`src/rtl/mdu_div.sv`:
```
// Iterative radix-2 restoring divider for MIPS DIV/DIVU: one quotient bit per cycle,
// start/busy/done handshake, flush via div_cancel, results held for HI/LO writeback.
module mdu_div #(
   parameter int WIDTH = 32
) (
   input  logic             clk,
   input  logic             rst,
   input  logic             div_start,
   input  logic             div_signed,
   input  logic [WIDTH-1:0] div_src1,
   input  logic [WIDTH-1:0] div_src2,
   input  logic             div_cancel,
   output logic             div_busy,
   output logic             div_done,
   output logic [WIDTH-1:0] div_quotient,
   output logic [WIDTH-1:0] div_remainder,
   output logic             div_by_zero
);

   // state | meaning
   // IDLE  | waiting for div_start, outputs hold last result
   // CALC  | WIDTH restoring iterations, one quotient bit per cycle
   // FIXUP | sign correction / divide-by-zero override, output registers written
   // DONE  | div_done pulse for one cycle
   typedef enum logic [1:0] {IDLE, CALC, FIXUP, DONE} state_t;

   localparam int CW = $clog2(WIDTH + 1);

   state_t           state;
   logic [CW-1:0]    cnt;
   logic [WIDTH-1:0] rem;
   logic [WIDTH-1:0] dvd;
   logic [WIDTH-1:0] dvs;
   logic [WIDTH-1:0] src1_orig;
   logic             is_signed;
   logic             sign_q;
   logic             sign_r;
   logic             zero_div;

   logic [WIDTH:0]   shifted;
   logic             trial_ge;
   logic [WIDTH-1:0] trial_diff;

   // The shifted remainder needs WIDTH+1 bits; after a successful subtract it fits in WIDTH again.
   always_comb begin
      shifted    = {rem, dvd[WIDTH-1]};
      trial_ge   = (shifted >= {1'b0, dvs});
      trial_diff = shifted[WIDTH-1:0] - dvs;
   end

   always_ff @(posedge clk or posedge rst) begin
      if (rst) begin
         state         <= IDLE;
         cnt           <= '0;
         rem           <= '0;
         dvd           <= '0;
         dvs           <= '0;
         src1_orig     <= '0;
         is_signed     <= 1'b0;
         sign_q        <= 1'b0;
         sign_r        <= 1'b0;
         zero_div      <= 1'b0;
         div_busy      <= 1'b0;
         div_done      <= 1'b0;
         div_quotient  <= '0;
         div_remainder <= '0;
         div_by_zero   <= 1'b0;
      end else if (div_cancel) begin
         state    <= IDLE;
         div_busy <= 1'b0;
         div_done <= 1'b0;
      end else begin
         div_done <= 1'b0;
         case (state)
            IDLE: begin
               if (div_start) begin
                  // 0x80000000 negates to itself and is then read as unsigned 2^31
                  dvd       <= (div_signed && div_src1[WIDTH-1]) ? -div_src1 : div_src1;
                  dvs       <= (div_signed && div_src2[WIDTH-1]) ? -div_src2 : div_src2;
                  src1_orig <= div_src1;
                  is_signed <= div_signed;
                  sign_q    <= div_signed & (div_src1[WIDTH-1] ^ div_src2[WIDTH-1]);
                  sign_r    <= div_signed & div_src1[WIDTH-1];
                  zero_div  <= (div_src2 == '0);
                  rem       <= '0;
                  cnt       <= '0;
                  div_busy  <= 1'b1;
                  state     <= CALC;
               end
            end
            CALC: begin
               rem <= trial_ge ? trial_diff : shifted[WIDTH-1:0];
               dvd <= {dvd[WIDTH-2:0], trial_ge};
               cnt <= cnt + 1'b1;
               if (cnt == CW'(WIDTH - 1)) state <= FIXUP;
            end
            FIXUP: begin
               if (zero_div) begin
                  div_quotient  <= '1;
                  div_remainder <= src1_orig;
                  div_by_zero   <= 1'b1;
               end else begin
                  div_quotient  <= (is_signed && sign_q) ? -dvd : dvd;
                  div_remainder <= (is_signed && sign_r) ? -rem : rem;
                  div_by_zero   <= 1'b0;
               end
               div_busy <= 1'b0;
               div_done <= 1'b1;
               state    <= DONE;
            end
            DONE: begin
               state <= IDLE;
            end
            default: state <= IDLE;
         endcase
      end
   end

endmodule

```
`config.mk`:
```
export PLATFORM = sky130hd
export DESIGN_NAME = mdu_div
export DESIGN_NICKNAME = d
export VERILOG_FILES = /design/src/rtl/mdu_div.sv
export SDC_FILE = /design/constraint.sdc
export NUM_CORES = 1
export LEC_CHECK = 0
export CAP_MARGIN = 20
export CORE_AREA = 2 2 161 163
export CTS_CLUSTER_DIAMETER = 50
export DETAILED_ROUTE_END_ITERATION = 12
export DIE_AREA = 0 0 163 165
export MAX_ROUTING_LAYER = met4
export PLACE_DENSITY = 0.73
export SKIP_CTS_REPAIR_TIMING = 1
export SLEW_MARGIN = 30
export SYNTH_ARGS = -nofsm -noshare
export SYNTH_HDL_FRONTEND = slang
export SYNTH_SLANG_ARGS = --single-unit
```
`constraint.sdc`:
```
create_clock -name clk -period 8.5 [get_ports clk]
set_clock_uncertainty 0.2 [all_clocks]
set_input_delay 1.7 -clock clk [delete_from_list [all_inputs] [get_ports clk]]
set_output_delay 1.7 -clock clk [all_outputs]
set_load 0.01 [all_outputs]
```
== Word level (Yosys, flattened, before mapping) ==
Cells that the tools add are included.
W data, S select, Z words.
Operators by class
  add/subtract/negate cells: 6
  multiply operators: 0
  div/mod/pow operators: 0
  order comparisons: 1
  equality and inequality tests: 7
  shifts and indexed selects: 0
  mux-type cells: 23
  bitwise gates (word level): 4
  reductions and logical operators: 13
Operators with widths (count)
  $mux W32: 9
  $neg A32 Y32: 4
  $pmux W32 S2: 2
  $ge A33 B32 Y1: 1
  $logic_not A32 Y1: 1
  $sub A32 B32 Y32: 1
  $pmux W6 S2: 1
  $pmux W2 S4: 1
  $add A6 B1 Y6 const B: 1
  $eq A6 B5 Y1 const B: 1
  $mux W2: 3
  $mux W6: 1
  $ne A3 B3 Y1 const B: 2
  $reduce_and A2 Y1: 3
  $reduce_and A3 Y1: 2
  $mux W1: 5
  $eq A2 B2 Y1 const B: 2
  $logic_and A1 B1 Y1: 4
  $reduce_bool A3 Y1: 1
  $and A1 B1 Y1: 2
  $eq A2 B1 Y1 const B: 1
  $logic_not A2 Y1: 1
  $ne A2 B2 Y1 const B: 1
  $pmux W1 S2: 1
  3 further kinds: 3
Word-level totals
  register bits after elaboration: 207
  latch bits: 0
  RAM bits: 0
  bits in read-only memories: 0
  input bits: 69
  word-level logic and storage cells: 69
  memories: 0

== Logic depth before layout (Yosys ltp) ==
Gate-level depths: netlist (run 1).
  depth in word-level cells: 4
  mapped depth: 12
  mapped depth without buffers: 12

== Worst setup path before layout (run 1) ==
OpenSTA, ideal clock, no wires.
  path kind: input to register
  from: input port div_src1[0]
  to: register dvd[30]
  library setup time: 133 ps
  data arrival time: 3564 ps
  data required time: 8167 ps
  slack: 4602 ps
  stages: 9
  path buffers: 0
  cell sequence: inv_1 ha_1 nand2_1 nor4b_1 nand3_1 o41ai_1 nand2_1 xnor2_1 o21ai_0
On the way
  cells in the longest elaborated chain, start to end: 4
Ends and longest elaborated chain
  start: declaration: RTL line 10  | input logic [WIDTH-1:0] div_src1,
  $neg A32 Y32: RTL line 78  | dvd <= (div_signed && div_src1[WIDTH-1]) ? -div_src1 : div_src1;
  $mux W32: RTL line 78
  $mux W32: RTL line 76  | if (div_start) begin
  $pmux W32 S2: RTL line 74  | case (state)
  end signal: assignment: RTL line 78
  end signal: assignment: RTL line 93  | dvd <= {dvd[WIDTH-2:0], trial_ge};
  end: declaration: RTL line 32  | logic [WIDTH-1:0] dvd;
No other way between the ends. The select of a mux whose other input is x is not followed.
A chain may end at the register's enable or synchronous reset.

== Worst setup path in the final report (run 1) ==
  from: input port div_src2[4]
  to: register dvs[30]
On the way
  cells in the longest elaborated chain, start to end: 2
Ends and longest elaborated chain
  start: declaration: RTL line 11  | input logic [WIDTH-1:0] div_src2,
  $neg A32 Y32: RTL line 79  | dvs <= (div_signed && div_src2[WIDTH-1]) ? -div_src2 : div_src2;
  $mux W32: RTL line 79
  end signal: assignment: RTL line 79
  end: declaration: RTL line 33  | logic [WIDTH-1:0] dvs;
No other way between the ends.

==> flow_summary.toml, run 1 <==
[flow_run]
cap_violations = 0

[grt]
groute.usage.overall_pct = 24.9
antenna_found_initial = 0
grt_max_degree = 135
grt_pass1_wl_um = 53000
overflow = 0
grt_pass1_vias = 10432

[sta]
fin_ws_ns = 4.26
fin_crit_sh_pct = 49.9
slew_headroom_pct = 32.2
rsz0062_at_grt = "no"
clock.fmax_ghz = 0.236
min_period_ns = 4.24
setup_viol = 0
worst_slew_pin_slew_ns = 1.00
final-hold-violation-count = 0
setup_tns_ns = 0
slew_violations = 0

[yosys]
synthMostInstantiatedCell = "dfrtp_1"
async_flop_share_pct = 100
synth_area_um2 = 12700
netlist.area_leader.share_pct = 40.7
ys_ff_latch = 207
yosys-top-cells-area = "dfrtp_1 41%, o21ai_0 6.1%, xor2_1 5.2%, xnor2_1 5.0%, nand2_1 4.9%"
synth-edff-count = 0
syn_nets = 1565
synth_common_cells = "207 x dfrtp_1, 167 x nand2_1, 154 x o21ai_0"
synthCells = 1455
yosys.area.top_type = "dfrtp_1"
synth-seq-area-share_pct = 40.7
synthFlopType = "dfrtp_1"
avgSynthCellArea_um2 = 8.75
yosys_warnings = 0
ys_types = 70

[drt]
wl_um = 32100
via_per_inst = 5.70
ant_nets = 0
num_vias = 10801
dr.pass1.iters = 5
wl_per_cell_um = 16.9
drc = 0
drt_iter0_drc = 821

[critical_path]
cp.buffers_inverters = 1
worst-setup-path-type = "in -> reg"
cp.required_ns = 8.70
cpLargestDelayFamily = "simple AND/OR/NAND/NOR gates"
cpPeakStageDelay_ns = 0.71
start_kind = "primary input"
worst_path_max_delay_cell = "nor4b_1"
cp.arrival_ns = 4.44
cp-end-kind = "flop"
cp_max_fo = 5
worstPathCellList = "clkdlybuf4s50_1 -> nor4_2 -> nand3_1 -> nor4b_1 -> nand2_1 -> nor2_1 -> a21oi_1 -> xnor2_1 -> o21ai_0"

[layout]
layout.nets = 1661
antennaDiodeCount = 0
drive_above_1_share_pct = 6.83
fill_cells = 2203
area.growth.synth_to_final_pct = 19.1

[clock_network]
cts_buffer_depth = 3
clock_latency_ns = 0.54
htree_levels = 1
cts_buffers = 26
cts_root_buffer = "clkbuf_16"
cts_sinks = 207
cts_tree = "done"
clk_pin_slew_ns = 0.06

[power]
vdd_drop_max_uv = 163
power.leakage_uw = 0.00644
p_total_uw = 6010
powerDensity_nw_per_um2 = 397

[placed_design]
io_buffers = 135
place_ws_ns = 3.38
dp_hpwl_um = 23800
gp_congestion = 0.887

[die]
core-area_um2 = 25000
die_area_um2 = 26900
io_pins = 136
rows = 58
dieWidth_um = 163
die_height_um = 165
start_util_pct = 50.8

[status]
status = "finished clean"

[hold_path]
hp-class = "reg -> reg"
==> logic make-up after synthesis <==
family | share of synthesized area (%)
XOR/XNOR | 10.1
flip-flops | 40.7
AND/OR/NAND/NOR | 15.5
AO/OA/AOI/OAI | 21.2
multiplexers | 4.06
adder cells (fa/ha/maj) | 4.09
buffers and inverters | 4.30
==> final timing paths <==
path | start | end | slack, ns | cells past startpoint
max | div_src2[4] | dvs[30] | 4.26 | 9
min | dvs[7] | dvs[7] | 0.28 | 2
max reg2reg | rem[29] | rem[31] | 4.60 | 8
min reg2reg | dvs[7] | dvs[7] | 0.28 | 2
max in group asynchronous | rst | dvs[28] | 5.52 | 3
min in group asynchronous | rst | div_quotient[6] | 1.45 | 2
==> metal layers <==
layer / track usage [%] / wire length (µm) / up-vias
met5: - / 0 / -
met4: 6.60 / 796 / 0
met3: 2.99 / 1480 / 48
met2: 41.2 / 15100 / 267
met1: 32.7 / 14700 / 5132
li1: - / - / 5354
==> layout by cell type, fill, tap and decap left out, types with 10 or more instances in the layout <==
master	synthesis	routed
dfrtp_1	207	207
clkdlybuf4s50_1	0	135
mux2_2	29	29
mux2i_1	19	19
xnor2_1	72	72
nor2_1	124	124
nand2_1	167	167
o21ai_0	154	154
o31ai_1	23	23
a21oi_1	119	119
o41ai_1	13	13
or3_1	12	12
o21ai_1	22	22
inv_1	58	57
a21o_1	16	15
a22oi_1	36	36
nand3_1	20	20
nor4_1	12	12
nor3_1	21	21
ha_1	40	40
a31oi_1	13	13
clkbuf_16	0	26
xor2_1	75	75
o221ai_1	10	10
==> power breakdown <==
group          switching (µW)  total [µW]  internal [µW]
Sequential                420        1840           1420
Clock                     434        1100            668
Combinational            1730        3080           1350
Total                    2580        6010           3430
==> flip-flops by register name, summed over array words and instances (netlist names), 2 cells and up <==
| register | flops |
|---|---|
| state | 2 |
| div_remainder | 32 |
| rem | 32 |
| dvd | 32 |
| src1_orig | 32 |
| dvs | 32 |
| div_quotient | 32 |
| cnt | 6 |
==> final cells by class <==
cell class / count / area [µm²] / area share (%)
Timing Repair Buffer: 144 / 1440 / 9.47
Sequential cell: 207 / 5180 / 34.2
Clock buffer: 32 / 723 / 4.77
Inverter: 59 / 234 / 1.54
Tap cell: 330 / 413 / 2.72
Clock inverter: 11 / 150 / 0.990
Multi-Input combinational cell: 1113 / 7030 / 46.3
==> worst min-delay path, cell delays in order, from the launching register on <==
cell	delay [ns]
dfrtp_1	0.34
nand2_1	0.04
o21ai_0	0.06
==> per-stage QoR <==
step	instance area [µm²]	hold slack (ns)	cells	util (%)
after floorplan	12700	0.245	1455	-
after global placement	14200	0.262	1852	56.9
after detailed placement	14300	0.271	1853	57.0
after global routing	15200	0.296	1896	60.6
after CTS	15100	0.282	1896	60.5
final	15200	0.276	1896	60.6
Note: power is estimated with default switching activity, not from simulation.
==> inputs of run 2 (changes only) <==
clock period = 4.1 ns   (was 8.5 ns; I/O delays follow)
==> flow_summary.toml, run 2 (synthesized netlist as in run 1, its figures left out) <==
[drt]
wl_per_cell_um = 17.1
ant_nets = 0
drt_iter0_drc = 882
via_per_inst = 5.72
topRoutingLayerUsed = "met4"
dr.pass1.iters = 6
wl_met2_um = 15500
wl_met3_um = 1480
num_vias = 10892
drt-met1-wl_um = 14700
drc = 0
wl_um = 32600

[critical_path]
cp.arrival_ns = 3.68
cp-startpoint = "rem[0]"
cp-end-kind = "flop"
worst-setup-path-type = "reg -> reg"
cp_max_fo = 9
start_kind = "flop"
worstReg2RegStart = "rem[0]"
rr_worst_depth = 9
cp.required_ns = 4.34

[clock_network]
clock_latency_ns = 0.54
clk_pin_slew_ns = 0.06
cts_root_buffer = "clkbuf_16"
cts_sinks = 207
cts_buffers = 26
cts_buffer_depth = 3
htree_levels = 1
cts_tree = "done"

[grt]
antenna_found_initial = 0
grt_pass1_vias = 10521
groute.usage.overall_pct = 25.3
grt_max_degree = 132
overflow = 0
grt_pass1_wl_um = 53600

[sta]
clock.fmax_ghz = 0.291
setup_viol = 0
slew_violations = 0
slew_headroom_pct = 39.6
worst_slew_pin_slew_ns = 0.906
min_period_ns = 3.44
fin_crit_sh_pct = 83.9
rsz0062_at_grt = "no"
setup_tns_ns = 0
final-hold-violation-count = 0
fin_ws_ns = 0.662

[hold_path]
worst_hold_startpoint = "dvs[2]"
hp-class = "reg -> reg"
hold_depth = 2

[layout]
mostFrequentLayoutCell = "dfrtp_1"
layout_common_cells = "207 x dfrtp_1, 167 x nand2_1, 154 x o21ai_0"
layout.nets = 1670
drive_above_1_share_pct = 7.12
final-seq-area_um2 = 5180
area.growth.synth_to_final_pct = 19.2
antennaDiodeCount = 0
fill_cells = 2210
multi_input_area_um2 = 7010
stdcell_count = 1904

[placed_design]
place_ws_ns = 0.379
dp_hpwl_um = 24000
dp_cells = 1862
gp_congestion = 0.883
io_buffers = 135

[die]
start_util_pct = 50.8
rows = 58
die_height_um = 165
core-area_um2 = 25000
die_area_um2 = 26900
dieWidth_um = 163
io_pins = 136

[status]
status = "finished clean"

[flow_run]
cap_violations = 0

[power]
power.leakage_uw = 0.00646
powerDensity_nw_per_um2 = 823
vdd_drop_max_uv = 368
p_total_uw = 12500
-- run 2: layer usage --
| layer | GRT usage, % | up-vias |
|---|---|---|
| met5 | - | - |
| met4 | 6.92 | 0 |
| met3 | 2.91 | 60 |
| met2 | 42.5 | 281 |
| met1 | 32.8 | 5187 |
| li1 | - | 5364 |
-- run 2: worst max-delay path, cell delays in order, from the launching register on --
cell     delay [ns]
dfrtp_1        0.47
ha_1           0.34
nor2b_1        0.14
o31a_1         0.27
o31ai_1        0.51
a21oi_1        0.31
a211o_2        0.48
nor2_1         0.39
a22oi_1        0.11
o21ai_1        0.12
-- run 2: layout make-up --
cell class / instances / share of cell area, %
clock buffer: 32 / 4.63
clock inverter: 10 / 0.857
inverter: 59 / 1.48
multi-input combinational: 1113 / 46.2
sequential: 207 / 34.1
tap: 330 / 2.72
timing repair buffer: 153 / 9.96
-- run 2: worst paths after layout --
kind / endpoint / slack (ns)
hold reg to reg: dvs[2] / 0.28
max in group asynchronous: rem[16] / 2.49
setup / recovery: rem[30] / 0.66
min in group asynchronous: src1_orig[6] / 0.55
setup reg to reg: rem[30] / 0.66
hold / removal: dvs[2] / 0.28
-- run 2: through the flow --
step                util (%)  hold WS [ns]  area (µm²)
detailed placement      57.3         0.271       14300
finish                  60.6         0.277       15200
global route            60.6         0.292       15200
floorplan                  -         0.245       12700
CTS                     60.6         0.283       15200
global placement        57.3         0.260       14300
-- run 2: power breakdown --
part           internal (µW)  switching (µW)
registers               2940             862
clock network           1340             879
logic                   2830            3650
==> inputs of run 3 (changes only) <==
clock period = 3.25 ns   (was 4.1 ns; I/O delays follow)
==> flow_summary.toml, run 3 (synthesized netlist as in run 1, its figures left out) <==
[critical_path]
worstPathCellList = "ha_2 -> nand4_1 -> or4_1 -> o41ai_1 -> a41o_1 -> a211o_2 -> buf_4 -> mux2i_1 -> o21ai_1"
rr_worst_depth = 9
cp-end-kind = "flop"
cpPeakStageDelay_ns = 0.50
cp.required_ns = 3.44
worst-setup-path-type = "reg -> reg"
r2r_slack_ns = 0.17
cp.arrival_ns = 3.27
worstReg2RegStart = "rem[8]"
worst_path_max_delay_cell = "or4_1"
start_kind = "flop"
cp_max_fo = 9
r2r-end = "rem[4]"

[grt]
overflow = 0
grt_pass1_wl_um = 55100
groute.usage.overall_pct = 25.9
grt_max_degree = 125
grt_pass1_vias = 10884
antenna_found_initial = 0

[layout]
final-seq-area_um2 = 5180
multi_input_area_um2 = 7020
layout.nets = 1756
fill_cells = 2138
antennaDiodeCount = 0
stdcell_count = 1994
layout_common_cells = "207 x dfrtp_1, 167 x nand2_1, 154 x o21ai_0"
final_area_um2 = 16000
area.growth.synth_to_final_pct = 25.4
drive_above_1_share_pct = 12.2
final_util_pct = 63.8
mostFrequentLayoutCell = "dfrtp_1"

[die]
rows = 58
die_area_um2 = 26900
die_height_um = 165
dieWidth_um = 163
core-area_um2 = 25000
start_util_pct = 50.8
io_pins = 136

[placed_design]
io_buffers = 135
dp_cells = 1947
detailed_place.area_um2 = 15000
gp_congestion = 0.872
dp_hpwl_um = 25500

[hold_path]
min_to = "dvs[17]"
hp-class = "reg -> reg"
worst_hold_startpoint = "dvs[17]"
hold_depth = 2

[drt]
wl_um = 33300
dr.pass1.iters = 6
wl_per_cell_um = 16.7
drc = 0
num_vias = 11266
via_per_inst = 5.65
drt_iter0_drc = 886
ant_nets = 0

[clock_network]
cts_buffer_depth = 3
htree_levels = 1
cts_sinks = 207
clk_pin_slew_ns = 0.06
cts_buffers = 27
clock_latency_ns = 0.52
cts_tree = "done"
cts_root_buffer = "clkbuf_16"

[power]
powerDensity_nw_per_um2 = 1060
power.leakage_uw = 0.00696
vdd_drop_max_uv = 482
p_total_uw = 16900

[status]
status = "finished clean"

[sta]
slew_violations = 0
worst_slew_pin_slew_ns = 0.783
min_period_ns = 3.08
rsz0062_at_grt = "no"
fin_crit_sh_pct = 94.7
slew_headroom_pct = 47.8
clock.fmax_ghz = 0.325
setup_viol = 0
final-hold-violation-count = 0
whs_ns = 0.274

[flow_run]
cap_violations = 0
[run 3: cell types whose count changed in the layout (fill, tap and decap cells not counted), moves of 3 or more]
cell	change
buf_4	+83
bufinv_16	+3
clkbuf_8	+3
clkinvlp_4	-3
[run 3: how the worst max path moves through the flow]
stage	slack, ns	from	to	cells past startpoint
3_3_place_gp	-0.03	div_src1[0]	dvd[30]	12
2_1_floorplan	-0.29	rst	cnt[0]	1
3_5_place_dp	-0.07	div_src2[4]	dvs[28]	10
4_1_cts	0.06	rem[0]	rem[22]	9
5_1_grt	0.003	dvd[31]	rem[22]	12
6_report	0.17	rem[8]	rem[4]	9
[run 3: area by class of cell]
class                   count  area share (%)
repair buffers            238            13.6
well taps                 330            2.59
multi-input cells        1113            44.0
clock buffers              37            4.84
flip-flops and latches    207            32.4
clock inverters            10            1.14
inverters                  59            1.41
[run 3: report_power, final]
group / internal (µW) / switching [µW] / total, µW
combinational: 4190 / 4900 / 9090
clock: 2050 / 1110 / 3160
sequential: 3710 / 957 / 4660
total: 9940 / 6970 / 16900
[run 3: stage by stage]
stage | worst slack, ns | TNS, ns
2_1_floorplan | -0.286 | -59.25
3_3_place_gp | -0.0318 | -0.0318
3_5_place_dp | -0.0700 | -0.204
4_1_cts | 0.0596 | 0
5_1_grt | 0.00319 | 0
6_report | 0.173 | 0
[run 3: layer usage]
| metal | GRT usage, % | vias to the layer above | wire (µm) |
|---|---|---|---|
| li1 | - | 5548 | - |
| met1 | 34.2 | 5377 | 15100 |
| met2 | 43.1 | 289 | 15900 |
| met3 | 2.84 | 52 | 1560 |
| met4 | 6.28 | 0 | 696 |
| met5 | - | - | 0 |
[run 3: critical path: cells and delay by family, from the launching register on]
kind                     cells  cell delay, ns
AO/OA/AOI/OAI                4            0.77
flip-flops                   1            0.45
buffers and inverters        1            0.22
adder cells (fa/ha/maj)      1            0.41
multiplexers                 1            0.21
AND/OR/NAND/NOR              2            0.68
